[config.mk]
export PLATFORM = sky130hd
export DESIGN_NAME = vga_pixel_source_flat
export DESIGN_NICKNAME = d
export VERILOG_FILES = /design/src/rtl/vga_pkg.sv /design/src/rtl/vga_pixel_source_if.sv /design/src/rtl/vga_rect_hit.sv /design/src/rtl/vga_pixel_source.sv /design/src/flat_wrapper.sv
export SDC_FILE = /design/constraint.sdc
export NUM_CORES = 1
export LEC_CHECK = 0
export BUFFER_PORTS_ARGS = -buffer_cell sky130_fd_sc_hd__buf_2
export CAP_MARGIN = 20
export CORE_AREA = 2 2 77 79
export DETAILED_ROUTE_END_ITERATION = 8
export DIE_AREA = 0 0 79 81
export PLACE_DENSITY = 0.74
export SETUP_SLACK_MARGIN = 0.4
export SYNTH_ARGS = -nofsm -noshare
export SYNTH_HDL_FRONTEND = slang
export SYNTH_SLANG_ARGS = --single-unit
[constraint.sdc]
create_clock -name clk_25MHz -period 2.6 [get_ports clk_25MHz]
set_input_delay 0.26 -clock clk_25MHz [delete_from_list [all_inputs] [get_ports clk_25MHz]]
set_output_delay 0.26 -clock clk_25MHz [all_outputs]
set_load 0.02 [all_outputs]
[src/rtl/vga_pkg.sv]
// Shared definitions for the VGA pixel source and its helpers: visible-area
// geometry, the 12-bit {B,G,R} colour type and the frame state encoding.
package vga_pkg;

    localparam int H_VIS  = 640;
    localparam int V_VIS  = 480;
    localparam int H_LAST = H_VIS - 1;
    localparam int V_LAST = V_VIS - 1;

    // Pixel colour, {B[11:8], G[7:4], R[3:0]}.
    typedef logic [11:0] color_t;

    localparam color_t COLOR_OFF        = 12'h000;
    localparam color_t COLOR_DEF_BG     = 12'h0C4;
    localparam color_t COLOR_DEF_SPRITE = 12'h0FF;
    localparam color_t COLOR_DEF_BORDER = 12'hFFF;

    typedef enum logic [1:0] {
        WAIT_SOF = 2'd0,
        ACTIVE   = 2'd1,
        VBLANK   = 2'd2
    } state_t;

endpackage

[src/rtl/vga_pixel_source_if.sv]
// Read bus from the VGA driver plus the sprite-position update handshake from
// game logic. The master side is whoever drives requests and updates; the
// pixel source is the slave.
interface vga_pixel_source_if;
    import vga_pkg::*;

    logic [8:0] row;
    logic [9:0] col;
    logic       rdn;
    color_t     Din;
    logic       upd_valid;
    logic [9:0] upd_x;
    logic [8:0] upd_y;
    logic       upd_ready;

    modport master (
        output row, col, rdn, upd_valid, upd_x, upd_y,
        input  Din, upd_ready
    );

    modport slave (
        input  row, col, rdn, upd_valid, upd_x, upd_y,
        output Din, upd_ready
    );

endinterface

[src/rtl/vga_rect_hit.sv]
// Combinational rectangle membership test. The right/bottom bounds are formed
// 11 bits wide so a rectangle hanging past the screen edge is clipped rather
// than wrapping back to column/row 0.
module vga_rect_hit (
    input  logic [8:0] row,
    input  logic [9:0] col,
    input  logic [9:0] x,
    input  logic [8:0] y,
    input  logic [9:0] w,
    input  logic [8:0] h,
    output logic       hit
);

    logic [10:0] x_end;
    logic [10:0] y_end;

    // Exclusive right/bottom bounds, then the four-sided compare.
    always_comb begin
        x_end = {1'b0, x} + {1'b0, w};
        y_end = {2'b0, y} + {2'b0, h};
        hit   = (col >= x) && ({1'b0, col} < x_end) &&
                (row >= y) && ({2'b0, row} < y_end);
    end

endmodule

[src/rtl/vga_pixel_source.sv]
// Pixel responder for the VGA driver: background plus one rectangular sprite.
// Din is purely combinational from the request and the sprite registers.
// Sprite position updates are only accepted outside the visible area so no
// frame ever shows a half-moved sprite.
// Optional build macro VGA_PIXEL_BORDER_EN draws a one-pixel screen border
// in BORDER_COLOR on top of everything else.
module vga_pixel_source
    import vga_pkg::*;
#(
    parameter int     SPR_W     = 32,
    parameter int     SPR_H     = 24,
    parameter color_t BG_COLOR  = COLOR_DEF_BG,
    parameter color_t SPR_COLOR = COLOR_DEF_SPRITE
`ifdef VGA_PIXEL_BORDER_EN
    ,
    parameter color_t BORDER_COLOR = COLOR_DEF_BORDER
`endif
) (
    input  logic                clk_25MHz,
    input  logic                rst,
    vga_pixel_source_if.slave   bus,
    output logic                frame_start,
    output logic [15:0]         frame_cnt
);

    localparam logic [9:0] SPR_W_V = 10'(SPR_W);
    localparam logic [8:0] SPR_H_V = 9'(SPR_H);

    state_t     state_q;
    state_t     state_d;
    logic [9:0] spr_x;
    logic [8:0] spr_y;
    logic       spr_hit;
    logic       req_sof;
    logic       req_last;
    logic       enter_active;

    vga_rect_hit u_bird_hit (
        .row (bus.row),
        .col (bus.col),
        .x   (spr_x),
        .y   (spr_y),
        .w   (SPR_W_V),
        .h   (SPR_H_V),
        .hit (spr_hit)
    );

    // Decode the first and last visible pixel of a frame from the request.
    always_comb begin
        req_sof  = !bus.rdn && (bus.row == 9'd0) && (bus.col == 10'd0);
        req_last = !bus.rdn && (bus.row == 9'(V_LAST)) && (bus.col == 10'(H_LAST));
    end

    // Frame state register; reset always lands in WAIT_SOF so a partial
    // frame after reset is ignored.
    always_ff @(posedge clk_25MHz or posedge rst) begin
        if (rst) begin
            state_q <= WAIT_SOF;
        end else begin
            // NOTE: non-blocking so every register samples pre-edge values,
            // regardless of the order the always blocks are evaluated in.
            state_q <= state_d;
        end
    end

    // Next-state logic: frames open on (0,0) and close after (479,639).
    always_comb begin
        // NOTE: default first, so no path through the case leaves state_d
        // unassigned and infers a latch.
        state_d = state_q;
        case (state_q)
            WAIT_SOF: if (req_sof)  state_d = ACTIVE;
            ACTIVE:   if (req_last) state_d = VBLANK;
            VBLANK:   if (req_sof)  state_d = ACTIVE;
            default:  state_d = WAIT_SOF;
        endcase
    end

    // State decodes: updates are welcome whenever no frame is being drawn,
    // including the SOF cycle itself.
    always_comb begin
        bus.upd_ready = (state_q != ACTIVE);
        enter_active  = (state_q != ACTIVE) && (state_d == ACTIVE);
    end

    // Frame-start pulse and frame counter, both registered off the SOF
    // transition; the counter wraps naturally at 16 bits.
    always_ff @(posedge clk_25MHz or posedge rst) begin
        if (rst) begin
            frame_start <= 1'b0;
            frame_cnt   <= 16'd0;
        end else begin
            frame_start <= enter_active;
            if (enter_active) begin
                frame_cnt <= frame_cnt + 16'd1;
            end
        end
    end

    // Sprite position capture; the last accepted update before SOF wins.
    // Out-of-range positions are stored as-is and simply never hit.
    always_ff @(posedge clk_25MHz or posedge rst) begin
        if (rst) begin
            spr_x <= 10'd0;
            spr_y <= 9'd0;
        end else if (bus.upd_valid && bus.upd_ready) begin
            spr_x <= bus.upd_x;
            spr_y <= bus.upd_y;
        end
    end

    // Pixel colour: blank when not reading, then border, sprite, background.
    always_comb begin
        if (bus.rdn) begin
            bus.Din = COLOR_OFF;
`ifdef VGA_PIXEL_BORDER_EN
        end else if ((bus.row == 9'd0) || (bus.row == 9'(V_LAST)) ||
                     (bus.col == 10'd0) || (bus.col == 10'(H_LAST))) begin
            bus.Din = BORDER_COLOR;
`endif
        end else if (spr_hit) begin
            bus.Din = SPR_COLOR;
        end else begin
            bus.Din = BG_COLOR;
        end
    end

endmodule

[src/flat_wrapper.sv]
// flat-port wrapper written by rule: the top's interface ports become plain ports
module vga_pixel_source_flat import vga_pkg::*;
#(
    parameter int     SPR_W     = 32,
    parameter int     SPR_H     = 24,
    parameter color_t BG_COLOR  = COLOR_DEF_BG,
    parameter color_t SPR_COLOR = COLOR_DEF_SPRITE

)
  (clk_25MHz, rst, frame_start, frame_cnt, bus_row, bus_col, bus_rdn, bus_upd_valid, bus_upd_x, bus_upd_y, bus_Din, bus_upd_ready);
  vga_pixel_source_if bus_i ();
  input  logic clk_25MHz;
  input  logic rst;
  output logic frame_start;
  output logic [15:0] frame_cnt;
  input wire logic [$bits(bus_i.row)-1:0] bus_row;
  input wire logic [$bits(bus_i.col)-1:0] bus_col;
  input wire logic [$bits(bus_i.rdn)-1:0] bus_rdn;
  input wire logic [$bits(bus_i.upd_valid)-1:0] bus_upd_valid;
  input wire logic [$bits(bus_i.upd_x)-1:0] bus_upd_x;
  input wire logic [$bits(bus_i.upd_y)-1:0] bus_upd_y;
  output wire logic [$bits(bus_i.Din)-1:0] bus_Din;
  output wire logic [$bits(bus_i.upd_ready)-1:0] bus_upd_ready;
  assign bus_i.row = bus_row;
  assign bus_i.col = bus_col;
  assign bus_i.rdn = bus_rdn;
  assign bus_i.upd_valid = bus_upd_valid;
  assign bus_i.upd_x = bus_upd_x;
  assign bus_i.upd_y = bus_upd_y;
  assign bus_Din = bus_i.Din;
  assign bus_upd_ready = bus_i.upd_ready;
  vga_pixel_source #(.SPR_W(SPR_W), .SPR_H(SPR_H), .BG_COLOR(BG_COLOR), .SPR_COLOR(SPR_COLOR)) u_core (.clk_25MHz(clk_25MHz), .rst(rst), .bus(bus_i), .frame_start(frame_start), .frame_cnt(frame_cnt));
endmodule
# ---- Word level (Yosys, flattened, before mapping)
# Index checks and enable logic that the tools add are counted.
dict set report classes {
  addsub 3
  n_lt_le_gt_ge 4
  n_eq_ne 6
  n_mux 5
  reduce_logical 14
}
# cell n
set op_table {}
lappend op_table {{$add A16 B1 Y16 const B} 1}
lappend op_table {{$mux W12} 1}
lappend op_table {{$add A10 B6 Y11 const B} 1}
lappend op_table {{$lt A10 B11 Y1} 1}
lappend op_table {{$add A9 B5 Y10 const B} 1}
lappend op_table {{$eq A10 B10 Y1 const B} 1}
lappend op_table {{$ge A10 B10 Y1} 1}
lappend op_table {{$logic_not A10 Y1} 1}
lappend op_table {{$lt A9 B10 Y1} 1}
lappend op_table {{$eq A9 B9 Y1 const B} 1}
lappend op_table {{$ge A9 B9 Y1} 1}
lappend op_table {{$logic_and A1 B1 Y1} 9}
lappend op_table {{$logic_not A9 Y1} 1}
lappend op_table {{$mux W6} 1}
lappend op_table {{$eq A2 B1 Y1 const B} 2}
lappend op_table {{$mux W2} 2}
lappend op_table {{$pmux W2 S2} 1}
lappend op_table {{$eq A2 B2 Y1 const B} 1}
lappend op_table {{$logic_not A2 Y1} 1}
lappend op_table {{$ne A2 B1 Y1 const B} 1}
lappend op_table {{$reduce_or A2 Y1} 1}
lappend op_table {{$logic_not A1 Y1} 1}
dict set report word_totals {
  reg_bits 38
  in_bits 42
  elab_cells 37
}

# ---- Logic depth before layout (Yosys ltp)
# Gate-level depths: netlist (run 1).
dict set report depth {
  depth_word 7
  mapped_depth 10
  ltp_nobuf 9
}

# ---- Modules after synthesis
# A second synthesis (run 1) with hierarchy kept.
dict set report unflattened {
  cells_unflattened 342
  area_unflattened_um2 3394.5
}
# module n_inst cells_each area_each_um2
set by_module_without_submodules {}
lappend by_module_without_submodules {vga_pixel_source 1 152 1850.5}
lappend by_module_without_submodules {vga_rect_hit 1 190 1544.0}

# ---- Least setup slack after synthesis (run 1)
# Ideal clock, no wire load.
dict set report synth_timing {
  path_kind {flip-flop to output port}
  from {reg u_core.spr_x[5]}
  to {out bus_Din[1]}
  arrival_time_ps 2928
  t_required_ps 2340
  path_slack_ps -588
  path_stages_with_launch 10
  n_path_buf 1
  cell_sequence {dfrtp_1 -> ha_1 -> nand3_1 -> xnor2_1 -> ha_1 -> and3_1 -> a221oi_1 -> o221ai_1 -> nor4_1 -> buf_4}
}
dict set report synth_between {
  elab_chain_cells 7
  elab_cells_between_ends 8
  classes_between {1 x add/sub; 2 x order compare; 2 x mux; 3 x reduce/logical}
}
# element line_no
set synth_lines {}
lappend synth_lines {{from (decl)} vga_pixel_source.sv:31} ;# logic [9:0] spr_x;
lappend synth_lines {{from (signal assigned)} vga_pixel_source.sv:107} ;# spr_x <= bus.upd_x;
lappend synth_lines {{$add A10 B6 Y11} vga_rect_hit.sv:19} ;# x_end = {1'b0, x} + {1'b0, w};
lappend synth_lines {{$lt A10 B11 Y1} vga_rect_hit.sv:21} ;# hit = (col >= x) && ({1'b0, col} < x_end) &&
lappend synth_lines {{$logic_and A1 B1 Y1 * (2 in a row)} vga_rect_hit.sv:21}
lappend synth_lines {{$logic_and A1 B1 Y1 *} vga_rect_hit.sv:22} ;# (row >= y) && ({2'b0, row} < y_end);
lappend synth_lines {{$mux W6 *} vga_pixel_source.sv:121} ;# end else if (spr_hit) begin
lappend synth_lines {{$mux W12 *} vga_pixel_source.sv:114} ;# if (bus.rdn) begin
lappend synth_lines {{to (decl)} flat_wrapper.sv:22} ;# output wire logic [$bits(bus_i.Din)-1:0] bus_Din;
# Mark *: on every way between the ends. The rest lies on a longest branch, timed or not.

# ---- Worst setup path after layout (run 1)
dict set report layout_timing {
  from {reg u_core.spr_x[6]}
  to {out bus_Din[3]}
}
# The elaborated chain is that of the path after synthesis.

==> results of run 1 <==
[final cells by class]
cell class | instances | area share, %
Multi-Input combinational cell | 171 | 48.5
Tap cell | 75 | 2.91
Clock buffer | 7 | 2.37
Inverter | 25 | 2.91
Sequential cell | 38 | 29.5
Timing Repair Buffer | 76 | 12.9
Clock inverter | 1 | 0.932
[per-stage QoR]
| stage | instance area (sq um) | cells | setup slack [ns] | TNS [ns] | power [W] |
|---|---|---|---|---|---|
| floorplan | 2640 | 246 | -0.0586 | -0.234 | 0.000688 |
| global placement | 3000 | 379 | 0.0902 | 0 | 0.000744 |
| detailed placement | 3000 | 379 | 0.0149 | 0 | 0.000747 |
| CTS | 3180 | 393 | -0.194 | -0.965 | 0.00123 |
| global route | 3220 | 393 | -0.349 | -1.74 | 0.00128 |
| finish | 3220 | 393 | -0.195 | -0.971 | 0.00122 |
[metal layers]
layer | share of wire [%] | routed length [um] | GRT usage [%] | vias up
li1 | - | - | - | 1011
met1 | 45 | 2470 | 22.4 | 979
met2 | 47 | 2580 | 30.6 | 73
met3 | 7.1 | 393 | 4.11 | 8
met4 | 1.4 | 80 | 5.69 | 0
met5 | 0 | 0 | 0 | -
[state kept, by name, indices dropped and copies added (netlist names)]
name / count
u_core.spr_y: 9
u_core.state_q: 2
u_core.spr_x: 10
u_core.frame_start: 1
u_core.frame_cnt: 16
[power by group through the flow]
stage	clock network [W]	logic, W	registers (W)
3_5_place_dp	0	0.000144	0.000603
2_1_floorplan	0	0.0000856	0.000603
4_1_cts	0.000490	0.000147	0.000591
5_1_grt	0.000515	0.000171	0.000591
3_3_place_gp	0	0.000141	0.000603
6_report	0.000474	0.000153	0.000592
[cell usage in the layout (no fill, tap or decap), types with 3 or more instances in the layout]
| cell | n |
|---|---|
| mux2_2 | 20 |
| ha_1 | 30 |
| conb_1 | 4 |
| nand3_1 | 12 |
| buf_2 | 62 |
| and3_1 | 3 |
| a21o_1 | 6 |
| nor2_1 | 4 |
| inv_1 | 23 |
| nor4_4 | 3 |
| and2_1 | 3 |
| nand4_1 | 11 |
| dfrtp_1 | 38 |
| xnor2_1 | 18 |
| nand2b_1 | 3 |
| nor4_1 | 3 |
| a21oi_1 | 6 |
| clkbuf_8 | 5 |
| o21ai_0 | 4 |
| buf_4 | 14 |
| nand2_1 | 4 |
| xor2_1 | 3 |
[worst max path at each step]
| stage | start | to | slack (ns) | depth (start not counted) |
|---|---|---|---|---|
| 3_3_place_gp | u_core.spr_x[6] | bus_Din[5] | 0.09 | 9 |
| 4_1_cts | u_core.spr_y[3] | bus_Din[5] | -0.19 | 10 |
| 6_report | u_core.spr_x[6] | bus_Din[3] | -0.19 | 9 |
| 2_1_floorplan | u_core.spr_x[5] | bus_Din[1] | -0.06 | 9 |
| 3_5_place_dp | u_core.spr_x[6] | bus_Din[5] | 0.01 | 9 |
| 5_1_grt | u_core.spr_x[5] | bus_Din[0] | -0.35 | 9 |
[worst register-to-register path: stages (launching register included)]
cell and delay, ns:
dfrtp_1 0.39, nand2b_1 0.18, nand2_1 0.59, mux2_2 0.42
[timing repair]
| item | CTS | global route |
|---|---|---|
| pin swaps | 6 | 7 |
| endpoints found under the hold margin | 0 | 0 |
| setup endpoints to repair | 5 | 5 |
| cloned | 0 | 0 |
| gates resized for setup | 11 | 4 |
| buffers inserted | 6 | 0 |
[cells by family (layout without fill, tap and decap cells)]
family	after synthesis	in the layout	share of synthesized area, %
mux	20	20	8.71
other cells	1	4	0.145
simple gates	62	62	15.8
buf+inv	37	109	7.01
flops	38	38	36.8
compound gates	30	30	8.18
fa+ha+maj	33	33	16.0
xor+xnor	22	22	7.45
==> results.yml, run 1 <==
power:
  p_switching_w: 0.000274
  swShare_pct: 22.5
  combPwrFrac_pct: 12.5
  p_leak_nw: 1.61
  pwr-share-clk_pct: 38.9
  p_int_w: 0.000944
  seqPwrFrac_pct: 48.6
  powerDensity_mw_per_mm2: 378
  vdd_drop_max_v: 0.000321
floorplan:
  rows: 28
  die_h_um: 81
  core_area_sq_mm: 0.00568
  die_w_um: 79
  initial_utilization_pct: 45.6
  io_pins: 72
  die_area_sq_mm: 0.00640
setup_path:
  cp_cell_sequence: "ha_2, nand3_2, xnor2_2, ha_4, and3_4, a221oi_4, o221ai_2, nor4_4, buf_4"
  r2r_slack_ns: 0.91
  r2r_cells: 3
  cp.arrival_ns: 2.53
  required_ns: 2.34
  end_kind: "output port"
  cp_slowest_cell: "dfrtp_1"
  r2r-start: "u_core.state_q[1]"
  worstPathMaxFanout: 5
  reg2reg_to: "u_core.spr_y[7]"
  crit_buf_inv: 1
  cpPeakStageDelay_ns: 0.36
  path_class: "register to output port"
  path_delay_family: "simple AND/OR/NAND/NOR gates"
  critPathLaunchType: "register"
clocking:
  htree_levels: 2
  path_clk_slew_ns: 0.07
  cts_made_buffers: 5
  holdBufCountCts: 0
  cts_sinks: 38
  cts_tree: "yes"
  cts_max_path_buffers: 2
  clock_latency_ns: 0.28
  clockRootBuffer: "clkbuf_8"
status:
  violations: "setup timing"
  status: "finished with violations"
logic_synthesis:
  synth_cell_type_count: 41
  synth_common_cells: "dfrtp_1, ha_1, inv_1, mux2_2, xnor2_1"
  synth-async-reset-ratio_pct: 100
  avgSynthCellArea_sq_um: 10.6
  yosysWarnings: 0
  synth_largest_area_cell: "dfrtp_1"
  synth_top_area_share_pct: 36.8
  synth_edf_count: 0
  ys_seq_area_share_pct: 36.8
  synth_cells: 243
  synth_most_common_cell: "dfrtp_1"
  yosys-top-cells-area: "dfrtp_1, ha_1, mux2_2, xnor2_1, inv_1"
  ys.flop_type: "dfrtp_1"
  synth-seq-cells: 38
  synth.cell_area_sq_mm: 0.00259
place:
  gp_congestion: 0.896
  dpl.hpwl_mm: 4.26
  io_buffers: 67
grt:
  gr-total-overflow: 0
  grt_max_degree: 39
  antenna_found_initial: 0
  track_usage_pct: 17.8
  grt_pass1_vias: 1984
  grt_pass1_wl_mm: 9.00
timing:
  slew_headroom_pct: 48.7
  hold_ws_ns: 0.0822
  tightestPinTransition_ns: 0.768
  max_freq_mhz: 358
  setup_viol_count_final: 5
  layout_setup_ws_ns: -0.195
  hold_violations: 0
  finClkSkew_ns: 0.00721
  slew_violations: 0
  fin_crit_sh_pct: 107
  grt_setup_unrepaired: "yes"
  layout_min_cycle_time_ns: 2.79
routing:
  drtPass1Iterations: 4
  vias_per_cell: 5.27
  drc: 0
  drtIter0Drc: 48
  ant_nets: 0
  wl_mm: 5.53
  via_count: 2071
  routedWlPerCell_um: 14.1
layout:
  nets: 392
  multi_input_area_sq_mm: 0.00156
  drive_above_1_share_pct: 37.7
  fin_util_pct: 56.8
  n_fill_cell: 509
  n_antenna_cell: 0
  area_delta_synth_final_pct: 24.6
  regArea_sq_um: 951
flow_run:
  max_cap_viol_count: 0
worst_hold_path:
  min_path_type: "input pin to asynchronous set/reset pin"
Note: power is estimated with default switching activity, not from simulation.
==> run 2: changes to the inputs <==
- CORE_AREA: 2 2 77 79 -> 2 2 96 98
- CTS_CLUSTER_SIZE: unset -> 24
- DIE_AREA: 0 0 79 81 -> 0 0 98 100
- PLACE_DENSITY: 0.74 -> 0.51
==> results.yml, run 2 (same netlist as run 1, synthesis figures left out) <==
status:
  status: "finished with violations"
  violations: "setup timing"
setup_path:
  end_kind: "output port"
  critPathLaunchType: "register"
  cpPeakStageDelay_ns: 0.49
  cp_slowest_cell: "or4bb_1"
  path_class: "register to output port"
  cp.arrival_ns: 2.49
  worstPathMaxFanout: 5
  required_ns: 2.34
  cp_cell_sequence: "ha_2, nand3_2, xnor2_1, ha_1, and3_4, or4bb_1, o221ai_2, nor4_4, buf_4"
layout:
  final_cell_mix: "buf_2, dfrtp_1, ha_1"
  nets: 394
  mostFrequentLayoutCell: "buf_2"
  reg.largest.list: "u_core.frame_cnt: 16 flops, u_core.spr_x: 10 flops, u_core.spr_y: 9 flops"
  area_delta_synth_final_pct: 24.3
  largest_register: "u_core.frame_cnt"
  n_antenna_cell: 0
  largest_register_ffs: 16
  drive_above_1_share_pct: 37.4
  fin_util_pct: 36.2
power:
  seqPwrFrac_pct: 52.0
  combPwrFrac_pct: 12.9
  p_int_w: 0.000859
  vdd_drop_max_v: 0.000276
  p_leak_nw: 1.60
  pwr-share-clk_pct: 35.1
  swShare_pct: 24.5
  p_switching_w: 0.000278
  powerDensity_mw_per_mm2: 354
timing:
  slew_violations: 0
  hold_violations: 0
  setup_viol_count_final: 5
  fin_crit_sh_pct: 106
  layout_min_cycle_time_ns: 2.75
  grt_setup_unrepaired: "yes"
  max_freq_mhz: 363
  finClkSkew_ns: 0.00591
  layout_setup_ws_ns: -0.154
clocking:
  path_clk_slew_ns: 0.07
  cts_made_buffers: 5
  clock_latency_ns: 0.28
  cts_tree: "yes"
  cts_max_path_buffers: 2
  holdBufCountCts: 0
  htree_levels: 2
  cts_sinks: 38
  clockRootBuffer: "clkbuf_8"
grt:
  grt_max_degree: 39
  grt_pass1_vias: 2058
  antenna_found_initial: 0
  gr-total-overflow: 0
  grt_pass1_wl_mm: 9.74
  track_usage_pct: 12.4
place:
  dpl.hpwl_mm: 4.79
  io_buffers: 67
  place_ws_ns: 0.0533
  gp_congestion: 0.786
routing:
  wl_mm: 5.88
  via_count: 2051
  vias_per_cell: 4.78
  drc: 0
  routedWlPerCell_um: 13.7
  ant_nets: 0
  drtPass1Iterations: 4
  drtIter0Drc: 36
flow_run:
  max_cap_viol_count: 0
floorplan:
  die_h_um: 100
  die_area_sq_mm: 0.00980
  rows: 35
  core_area_sq_mm: 0.00889
  die_w_um: 98
  initial_utilization_pct: 29.1
  io_pins: 72
worst_hold_path:
  min_path_type: "input pin to asynchronous set/reset pin"
-- run 2: changes by cell type in the layout (fill, tap and decap cells not counted), sizes merged --
cell	change
bufinv	-1
buf	+2
clkbuf	-1
-- run 2: what timing repair did --
action | in CTS | in global routing
setup buffers | 6 | 0
resized for setup | 10 | 1
setup endpoints to repair | 5 | 5
pin swaps | 7 | 1
-- run 2: metrics by stage --
stage / cell area, sq um / setup TNS, ns / total power (W) / std cells / hold WS (ns)
floorplan: 2640 / -0.234 / 0.000688 / 246 / 0.411
global placement: 3060 / 0 / 0.000748 / 417 / 0.407
detailed placement: 3060 / 0 / 0.000750 / 417 / 0.409
CTS: 3210 / -0.897 / 0.00116 / 429 / 0.0953
global route: 3220 / -1.53 / 0.00121 / 429 / 0.120
finish: 3220 / -0.764 / 0.00114 / 429 / 0.0754
-- run 2: final timing paths --
path                       slack (ns)                   end                  from  depth (start not counted)
min in group clk_25MHz           0.20       u_core.spr_x[3]          bus_upd_x[3]                          2
min reg2reg                      0.47  u_core.frame_cnt[15]  u_core.frame_cnt[15]                          1
max                             -0.15            bus_Din[3]       u_core.spr_x[6]                          9
max reg2reg                      1.15  u_core.frame_cnt[11]   u_core.frame_cnt[2]                          4
min                              0.08  u_core.frame_cnt[12]                   rst                          3
max in group asynchronous        2.15       u_core.spr_y[5]                   rst                          3
-- run 2: cell type report --
| cell class | count | area (sq um) |
|---|---|---|
| clock buffers | 6 | 82.6 |
| fillers | 910 | 5670 |
| inverters | 25 | 93.8 |
| multi-input cells | 171 | 1520 |
| flip-flops and latches | 38 | 952 |
| well taps | 111 | 139 |
| repair buffers | 78 | 430 |
-- run 2: per-layer routing --
metal | share of wire (%) | global-route usage, %
met1 | 47 | 16.1
met2 | 46 | 20.5
met3 | 5.9 | 3.06
met4 | 1.2 | 3.53
met5 | 0 | 0
-- run 2: worst max-delay path, delay by kind of cell (launching register included) --
kind                     cells  cell delay [ns]
AND/OR/NAND/NOR              4             0.84
AO/OA/AOI/OAI                1             0.20
buffers and inverters        1             0.18
adder cells (fa/ha/maj)      2             0.49
XOR/XNOR                     1             0.14
flip-flops                   1             0.36
-- run 2: power by group through the flow --
stage | combinational [W] | clock, W | sequential, W
after detailed placement | 0.000148 | 0 | 0.000603
after CTS | 0.000151 | 0.000420 | 0.000591
after floorplan | 0.0000856 | 0 | 0.000603
final | 0.000147 | 0.000399 | 0.000591
after global placement | 0.000145 | 0 | 0.000603
after global routing | 0.000167 | 0.000449 | 0.000591
==> run 3: changes to the inputs <==
- CORE_AREA: 2 2 96 98 -> 2 2 110 112
- DIE_AREA: 0 0 98 100 -> 0 0 112 114
- PLACE_DENSITY: 0.51 -> 0.49
- SYNTH_HIERARCHICAL: unset -> 1
==> results.yml, run 3 <==
status:
  status: "finished with violations"
  violations: "setup timing"
floorplan:
  die_h_um: 114
  rows: 40
  die_area_sq_mm: 0.0128
  io_pins: 72
  die_w_um: 112
  initial_utilization_pct: 29.0
  core_area_sq_mm: 0.0117
power:
  vdd_drop_max_v: 0.000249
  powerDensity_mw_per_mm2: 518
  p_leak_nw: 2.25
  fin_total_pwr_w: 0.00230
routing:
  drtIter0Drc: 76
  drtPass1Iterations: 4
  drc: 0
  wl_mm: 8.46
  ant_nets: 0
  vias_per_cell: 4.71
  via_count: 2899
  routedWlPerCell_um: 13.8
flow_run:
  max_cap_viol_count: 0
timing:
  grt_setup_unrepaired: "yes"
  finClkSkew_ns: 0.00749
  layout_setup_ws_ns: -1.09
  max_freq_mhz: 271
  slew_headroom_pct: 63.6
  setup_viol_count_final: 5
  fin_crit_sh_pct: 142
  tightestPinTransition_ns: 0.546
  slew_violations: 0
  hold_violations: 0
  hold_ws_ns: 0.0999
  layout_min_cycle_time_ns: 3.69
layout:
  fin_util_pct: 38.0
  drive_above_1_share_pct: 33.0
  mostFrequentLayoutCell: "buf_2"
  largest_register: "u_core/frame_cnt"
  n_fill_cell: 1205
  largest_register_ffs: 16
  reg.largest.list: "u_core/frame_cnt: 16 flops, u_core/spr_x: 10 flops, u_core/spr_y: 9 flops"
  final_area_sq_mm: 0.00445
  final_cells: 615
  nets: 566
  final_cell_mix: "buf_2, ha_1, buf_4"
  area_delta_synth_final_pct: 31.0
logic_synthesis:
  synth_edf_count: 0
  avgSynthCellArea_sq_um: 9.93
  synth-async-reset-ratio_pct: 100
  synthMuxAreaShare_pct: 6.75
  ys.flop_type: "dfrtp_1"
  synth.cell_area_sq_mm: 0.00339
  synth_compound_area_share_pct: 12.6
  ys_seq_area_share_pct: 28.0
  synth_cells: 342
  synth_top_family_by_area: "adder cells"
  synth-seq-cells: 38
  synth-adder-area-share_pct: 21.8
  synth_cell_type_count: 49
  yosys.area_share.xor_xnor_pct: 7.48
  synth_most_common_cell: "ha_1"
  yosysWarnings: 6
  synth_top_area_share_pct: 28.0
  synthSimpleGateAreaFrac_pct: 16.5
  synth_largest_area_cell: "dfrtp_1"
  yosys-top-cells-area: "dfrtp_1, ha_1, mux2_2, xnor2_1, inv_1"
  synth_common_cells: "ha_1, dfrtp_1, inv_1, mux2_2, xnor2_1"
clocking:
  cts_max_path_buffers: 2
  cts_tree: "yes"
  path_clk_slew_ns: 0.07
  htree_levels: 2
  clockRootBuffer: "clkbuf_16"
  cts_sinks: 38
  cts_made_buffers: 5
  clock_latency_ns: 0.29
place:
  placed_cells: 605
  gp_congestion: 0.811
  io_buffers: 67
  dpl.hpwl_mm: 6.80
  place_area_sq_mm: 0.00420
grt:
  gr-total-overflow: 0
  use_met1_pct: 18.1
  top_usage_layer: "met2"
  grtUsageMet3_pct: 3.19
  met2_usage_pct: 24.4
  track_usage_pct: 14.0
  grt_pass1_vias: 2922
  grt_pass1_wl_mm: 14.3
  antenna_found_initial: 1
  grt_max_degree: 39
setup_path:
  worstPathMaxFanout: 5
  path_class: "register to output port"
  critPathLaunchType: "register"
  r2r_cells: 4
  end_kind: "output port"
  cp.arrival_ns: 3.43
  required_ns: 2.34
worst_hold_path:
  min_path_type: "input pin to asynchronous set/reset pin"
## run 3: per-stage QoR
| stage | setup slack [ns] | setup TNS [ns] |
|---|---|---|
| 3_5_place_dp | -0.770 | -3.84 |
| 6_report | -1.09 | -5.45 |
| 3_3_place_gp | -0.720 | -3.60 |
| 2_1_floorplan | -0.688 | -3.28 |
| 4_1_cts | -1.11 | -5.53 |
| 5_1_grt | -1.29 | -6.44 |
## run 3: worst max-delay path: stages, from the launching register on
cell and delay, ns:
dfrtp_1 0.39, ha_2 0.18, or3_4 0.37, o22a_1 0.18
a31o_1 0.23, a21oi_2 0.13, xor2_1 0.16, ha_1 0.27
a211o_1 0.31, a2111oi_4 0.31, a311oi_2 0.07, nor4_2 0.15
nor2b_4 0.23, buf_4 0.16
## run 3: where the power goes
| part | leakage, nW | switching [W] | internal [W] |
|---|---|---|---|
| clock network | 0.0940 | 0.000281 | 0.000553 |
| registers | 0.483 | 0.0000213 | 0.000621 |
| logic | 1.67 | 0.000405 | 0.000424 |
| total | 2.25 | 0.000707 | 0.00160 |
## run 3: layout make-up
type | count | area [sq um] | area share [%]
inverters | 33 | 124 | 2.79
clock inverters | 3 | 68.8 | 1.55
flip-flops and latches | 38 | 951 | 21.4
well taps | 147 | 184 | 4.14
multi-input cells | 281 | 2340 | 52.7
diodes | 1 | 2.50 | 0.0563
clock buffers | 5 | 125 | 2.81
repair buffers | 107 | 648 | 14.6
## run 3: path summary, 6_finish.rpt
| check | slack (ns) | startpoint | endpoint |
|---|---|---|---|
| setup / recovery | -1.09 | u_core/spr_x[5] | bus_Din[0] |
| hold / removal | 0.1 | rst | u_core/frame_cnt[0] |
| setup reg to reg | 1.12 | u_core/frame_cnt[4] | u_core/frame_cnt[15] |
| hold reg to reg | 0.47 | u_core/frame_cnt[15] | u_core/frame_cnt[15] |
| max in group asynchronous | 2.12 | rst | u_core/spr_x[2] |
| min in group clk_25MHz | 0.20 | bus_upd_x[3] | u_core/spr_x[3] |
## run 3: what timing repair did
action                                  4_1_cts  5_1_grt
hold buffers                                  0        0
resized for setup                             6        4
setup buffers                                 0        1
endpoints found under the setup margin        5        5
## run 3: kinds of logic after synthesis
logic type / Yosys count
adder cells (fa/ha/maj): 58
AND/OR/NAND/NOR: 89
AO/OA/AOI/OAI: 60
other: 2
buffers and inverters: 46
flip-flops: 38
XOR/XNOR: 29
multiplexers: 20
## run 3: layer usage
layer | share of wire, % | vias to the layer above
met2 | 48 | 58
li1 | - | 1464
met4 | 0.60 | 0
met3 | 5.0 | 4
met5 | 0 | -
met1 | 46 | 1373
